File: config.mk
export PLATFORM = sky130hd
export DESIGN_NAME = uart_rx_ctrl
export DESIGN_NICKNAME = d
export VERILOG_FILES = /design/src/rtl/uart_rx_ctrl.sv
export SDC_FILE = /design/constraint.sdc
export NUM_CORES = 1
export LEC_CHECK = 0
export ABC_AREA = 1
export CORE_ASPECT_RATIO = 2
export CORE_MARGIN = 10
export CORE_UTILIZATION = 59
export CTS_CLUSTER_SIZE = 40
export DETAILED_ROUTE_END_ITERATION = 8
export PLACE_DENSITY = 0.84
export SLEW_MARGIN = 10
export SYNTH_ARGS = -nofsm -noshare
export SYNTH_HDL_FRONTEND = slang
export SYNTH_SLANG_ARGS = --single-unit
File: constraint.sdc
create_clock -name CLK -period 2.1 [get_ports CLK]
set_input_delay 0.42 -clock CLK [delete_from_list [all_inputs] [get_ports CLK]]
set_output_delay 0.42 -clock CLK [all_outputs]
set_load 0.005 [all_outputs]
File: src/rtl/uart_rx_ctrl.sv
// uart_rx_ctrl: 8-N-1 UART receiver with valid/ack byte handshake and error pulses.
// Define UART_RX_PARITY_EN for 8-E-1 frames with parity checking.
module uart_rx_ctrl #(
  parameter int CLK_FREQ    = 100000000,
  parameter int BAUD        = 9600,
  parameter int SYNC_STAGES = 2
) (
  input  logic       CLK,
  input  logic       RST_N,
  input  logic       UART_RX,
  output logic [7:0] rx_data,
  output logic       rx_valid,
  input  logic       rx_ack,
  output logic       frame_err,
  output logic       overrun,
  output logic       parity_err
);
  localparam int BIT_CYCLES  = CLK_FREQ / BAUD;
  localparam int HALF_CYCLES = BIT_CYCLES / 2;
  localparam int TW          = $clog2(BIT_CYCLES) + 1;
  localparam logic [TW-1:0] BIT_LAST  = TW'(BIT_CYCLES - 1);
  localparam logic [TW-1:0] HALF_LAST = TW'(HALF_CYCLES - 1);
  typedef enum logic [2:0] {IDLE, START, DATA, PARITY, STOP} state_t;
  state_t                 state_q, state_d;
  logic [SYNC_STAGES-1:0] sync_q;
  logic [TW-1:0]          timer_q, timer_d;
  logic [2:0]             idx_q, idx_d;
  logic [7:0]             shift_q, shift_d;
  logic                   brk_q, brk_d;
  logic [7:0]             rx_data_q;
  logic                   rx_valid_q, frame_err_q, overrun_q, parity_err_q;
  logic                   rxs, load, ferr, perr, tick;
  assign rxs  = sync_q[SYNC_STAGES-1];
  assign tick = (timer_q == BIT_LAST);
`ifdef UART_RX_PARITY_EN
  logic par_q, par_d;
  always_ff @(posedge CLK or negedge RST_N)
    if (!RST_N) par_q <= 1'b0;
    else        par_q <= par_d;
`endif
  always_comb begin
    state_d = state_q;
    timer_d = tick ? timer_q : timer_q + TW'(1);
    idx_d   = idx_q;
    shift_d = shift_q;
    brk_d   = brk_q;
    load    = 1'b0;
    ferr    = 1'b0;
    perr    = 1'b0;
`ifdef UART_RX_PARITY_EN
    par_d   = par_q;
`endif
    unique case (state_q)
      IDLE: begin
        timer_d = '0;
        // after a framing error, wait for the line to return high before re-arming
        if (brk_q) brk_d = ~rxs;
        else if (!rxs) state_d = START;
      end
      START: if (timer_q == HALF_LAST) begin
        state_d = rxs ? IDLE : DATA;
        timer_d = '0;
        idx_d   = 3'd0;
      end
      DATA: if (tick) begin
        shift_d[idx_q] = rxs;
        timer_d        = '0;
        idx_d          = idx_q + 3'd1;
`ifdef UART_RX_PARITY_EN
        if (idx_q == 3'd7) state_d = PARITY;
`else
        if (idx_q == 3'd7) state_d = STOP;
`endif
      end
`ifdef UART_RX_PARITY_EN
      PARITY: if (tick) begin
        par_d   = rxs;
        timer_d = '0;
        state_d = STOP;
      end
`endif
      STOP: if (tick) begin
        state_d = IDLE;
        timer_d = '0;
        ferr    = ~rxs;
        brk_d   = ~rxs;
`ifdef UART_RX_PARITY_EN
        perr    = rxs & (par_q != ^shift_q);
        load    = rxs & ~perr;
`else
        load    = rxs;
`endif
      end
      default: state_d = IDLE;
    endcase
  end
  always_ff @(posedge CLK or negedge RST_N) begin
    if (!RST_N) begin
      state_q      <= IDLE;
      sync_q       <= '1;
      timer_q      <= '0;
      idx_q        <= 3'd0;
      shift_q      <= 8'h00;
      brk_q        <= 1'b0;
      rx_data_q    <= 8'h00;
      rx_valid_q   <= 1'b0;
      frame_err_q  <= 1'b0;
      overrun_q    <= 1'b0;
      parity_err_q <= 1'b0;
    end else begin
      state_q      <= state_d;
      sync_q       <= {sync_q[SYNC_STAGES-2:0], UART_RX};
      timer_q      <= timer_d;
      idx_q        <= idx_d;
      shift_q      <= shift_d;
      brk_q        <= brk_d;
      rx_data_q    <= load ? shift_q : rx_data_q;
      rx_valid_q   <= load | (rx_valid_q & ~rx_ack);
      frame_err_q  <= ferr;
      overrun_q    <= load & rx_valid_q & ~rx_ack;
      parity_err_q <= perr;
    end
  end
  assign rx_data    = rx_data_q;
  assign rx_valid   = rx_valid_q;
  assign frame_err  = frame_err_q;
  assign overrun    = overrun_q;
  assign parity_err = parity_err_q;
endmodule

---- Word level (Yosys, flattened, before mapping) ----
Cells that the tools add are included.
word-level totals
  flip-flop bits (word level) ............. 43
  input port bits ......................... 4
  output and inout bits ................... 12
  word-level logic and storage cells ...... 66
operators by class
  add/subtract/negate cells ............... 2
  $lt $le $gt $ge ......................... 2
  eq/ne operators ......................... 12
  muxes and demuxes ....................... 25
  bitwise operators ....................... 6
  reductions and logical operators ........ 9
operators by type and width
  cell                   count
  $mux 15                3
  $pmux 15 s3            1
  $mux 3                 8
  $add 15x1->15 const B  1
  $eq 15x13->1 const B   1
  $eq 15x14->1 const B   1
  $ne 2x2->1 const B     6
  $pmux 3 s4             1
  $bwmux 8               1
  $mux 1                 7
  $eq 3x3->1 const B     2
  $pmux 3 s2             1
  $reduce_and 6->1       1
  $lt 3x4->1 const B     1
  $reduce_and 2->1       2
  $reduce_bool 2->1      2
  $add 3x1->3 const B    1
  $and 1x1->1            3
  $demux 1 s3            1
  $eq 3x1->1 const B     1
  $eq 3x2->1 const B     1
  $ge 3x1->1 const B     1
  $logic_not 3->1        1
  $reduce_and 3->1       1
  other kinds (6)        7

---- Depth between registers and ports, before layout ----
  word-level depth ........................ 5
  mapped depth ............................ 11
  gate-level depth less buffers ........... 10

---- Worst setup path after synthesis ----
Ideal clock, no wire load.
  path kind ............................... register to register
  start ................................... register timer_q[0]
  end ..................................... register timer_q[0]
  setup time .............................. 83 ps
  arrival ................................. 1480 ps
  required time ........................... 2017 ps
  slack ................................... 537 ps
  cell stages (with the launch flop) ...... 9
  buffers on the path ..................... 0
  clock period less this slack ............ 1563 ps
  cells stage by stage .................... dfrtp_1 -> ha_1 -> nand2_2 -> nor2_8 -> nand4_4 -> nor2_8 -> inv_1 -> ha_1 -> o21ai_0
between the ends
  longest elaborated chain between the ends .. 4
ends and longest elaborated chain
  what                                           line        RTL
  start, declared                                26          logic [TW-1:0] timer_q, timer_d;
  start signal, assigned                         113         timer_q <= timer_d;
  $add 15x1->15 or $eq 15x14->1 (tied branches)  43, 34
  $mux 15                                        43          timer_d = tick ? timer_q : timer_q + TW'(1);
  $mux 15 (on tied branches)                     65, 82, 60
  $pmux 15 s3 (*)                                53          unique case (state_q)
  net timer_d[0]                                 26
Mark *: on every way through the listed nets, which the timed path passes. The rest lies on a longest branch.
A chain may end at the register's enable or synchronous reset.

---- Worst setup path in the final report ----
  start ................................... register timer_q[0]
  end ..................................... register timer_q[7]
The elaborated chain is that of the path after synthesis.

==> metrics.txt <==
asr flop ratio synth 100%; Total Nets Final 329; commonest non-fill, non-tap cell in the layout nand2_1; Final setup violation count 0; final hold slack 0.184 ns; Finished Layout Cells 374; initial DRC count 77; Fin Setup TNS 0 ns; Cell Area, Synth 2450 um2; final period utilization 87.1%; Syn Area/Cell 8.05 um2; WL per Instance 14.2 um; Core Area 4050 um2; CP startpoint timer_q[0]; first-pass iteration count of the detailed router 4; ys flop type dfrtp_1; placed insts 366; initial antenna violation count 0; synth unique cells 29; via/cell ratio 5.42; max-cap violations 0; chip width 65.5 um; Worst Path Arrival 2.02 ns; die area 7280 um2; largest net degree at the start of global routing 44; Rows 33; Gate power share 1.5%; RR Endpoint timer_q[7]; Sink Count 43; IO Port Bufs 14; antenna-violating nets left 0; Area growth, synth to finish 11.7%; Sw Ratio 21.0%; highest-count cells in the layout ignoring fill and taps nand2_1, dfrtp_1, inv_1, nor2_1, nand3_1; Initial Util 60.5%; total track usage 15.1%; flops & latches, synth 43; CTS Buffer Depth 2; P_leak 1.34 nW; DRC viols 0; maximum VDD drop 0.000633 V; Num CTS Buffers 5; syn nets 312; post-CTS setup buffer count 0; layout cell share with drive strength beyond 1 16.5%; Max Slew Vio Count 0; Power Internal 1.19 mW; clock power share 43.1%; startpoint types flip-flop; # IOs 16; Via Count 2,028; grt met3 use 3.14%; post-CTS resize count 0; first-pass GRT wire length 8890 um; power per cell area 552 nW/um2; skew final 0.00529 ns; Hold Vio Cnt, Final 0; n_diodes 0; Worst Setup Path Type reg -> reg; RSZ-0062 raised after global routing false; root buf cell clkbuf_8; gpl congestion 0.896; Syn Inst Count 304; Crit Path Max Fanout 11; Clk pin slew, worst setup/hold paths 0.08 ns; switching power 0.317 mW; Post-synth EDFFs 0; critical path capture point type flip-flop; Final HPWL DP 3960 um; met2 Use GR 27.3%; M1 GR Usage 14.1%; hold_buf cts 0; fin crit period 1.83 ns; Warnings, synthesis 0; FILL cells 364; status complete, no violations; gr busiest metal met2; worst skew pair latency 0.30 ns; cell depth of the worst flop-to-flop path 10; worst min path class in -> async; Fmax 546 MHz; Seq/Total Area, Yosys 44.1%; Die Ht 111 um; vias in the first global route 2,044; final WL 5300 um; Worst slew margin 63.4%; Seq pwr share 55.4%; CTS tree built; Worst Max-Slew Pin Slew 0.549 ns; GRT overflow 0; H-Tree Depth 2; reg-to-reg slack, setup 0.27 ns; launch point of the worst reg-to-reg path timer_q[0]; Critical Path RT 2.29 ns; Final Util 67.5%
==> metal layers <==
metal / up-vias / share of wire [%]
met1: 943 / 37
met4: 0 / 4.8
met5: - / 0
li1: 1008 / -
met2: 53 / 56
met3: 24 / 2.6
==> worst max path at each step <==
| stage | endpoint | depth (start not counted) | slack (ns) |
|---|---|---|---|
| after floorplan | timer_q[0] | 8 | 0.54 |
| after global placement | timer_q[9] | 10 | 0.39 |
| after detailed placement | timer_q[7] | 10 | 0.32 |
| after CTS | timer_q[7] | 10 | 0.27 |
| after global routing | timer_q[8] | 10 | 0.05 |
| final | timer_q[7] | 10 | 0.27 |
==> kinds of logic (layout without fill, tap and decap cells) <==
logic type,count (synthesis),count (layout),share of synthesized area [%]
flip-flops,43,43,44.1
adder cells (fa/ha/maj),4,4,2.05
AO/OA/AOI/OAI,19,19,5.11
other,1,1,0.153
XOR/XNOR,8,8,2.86
buffers and inverters,49,67,8.18
AND/OR/NAND/NOR,180,180,37.6
==> power by group through the flow <==
| stage | clock network (mW) | registers [mW] | logic, mW |
|---|---|---|---|
| floorplan | 0 | 0.849 | 0.00492 |
| global placement | 0 | 0.852 | 0.0232 |
| detailed placement | 0 | 0.852 | 0.0235 |
| CTS | 0.660 | 0.835 | 0.0236 |
| global route | 0.691 | 0.836 | 0.0260 |
| finish | 0.649 | 0.836 | 0.0227 |
==> cell usage after synthesis (all sizes together) (2+ instances only) <==
cell / n / area (um2)
nor3: 8 / 40.0
xor2: 5 / 43.8
ha: 4 / 50.1
o21ai: 11 / 85.1
nand2: 77 / 307
nor2: 43 / 229
dfrtp: 41 / 1030
xnor2: 3 / 26.3
nand3: 31 / 183
dfstp: 2 / 52.6
buf: 4 / 31.3
nand4: 20 / 155
inv: 44 / 165
a21oi: 8 / 40.0
==> stage by stage <==
| step | worst slack, ns | area (um2) | power [mW] |
|---|---|---|---|
| final | 0.270 | 2730 | 1.51 |
| after global routing | 0.0523 | 2730 | 1.55 |
| after CTS | 0.271 | 2730 | 1.52 |
| after detailed placement | 0.316 | 2620 | 0.875 |
| after global placement | 0.385 | 2620 | 0.875 |
| after floorplan | 0.537 | 2450 | 0.854 |
==> critical path: stages, from the launching register on <==
cell     delay [ns]
dfrtp_1        0.38
ha_1           0.19
nand2_2        0.12
inv_2          0.09
nand2_1        0.05
nor2_1         0.11
nand2_1        0.11
nand2_1        0.28
nand3_2        0.17
inv_2          0.16
nor2_1         0.06
==> area by class of cell <==
class	instances	area, um2	area share [%]
Timing Repair Buffer	15	143	5.22
Clock inverter	3	43.8	1.60
Sequential cell	43	1080	39.5
Clock buffer	5	68.8	2.52
Multi-Input combinational cell	212	1170	42.8
Inverter	44	165	6.04
Tap cell	52	65.1	2.38
==> registers in the layout, indices dropped and copies added, names as in the netlist, 2 cells and up <==
register / flops
state_q: 3
sync_q: 2
shift_q: 8
idx_q: 3
timer_q: 15
rx_data: 8
Note: power is estimated with default switching activity, not from simulation.
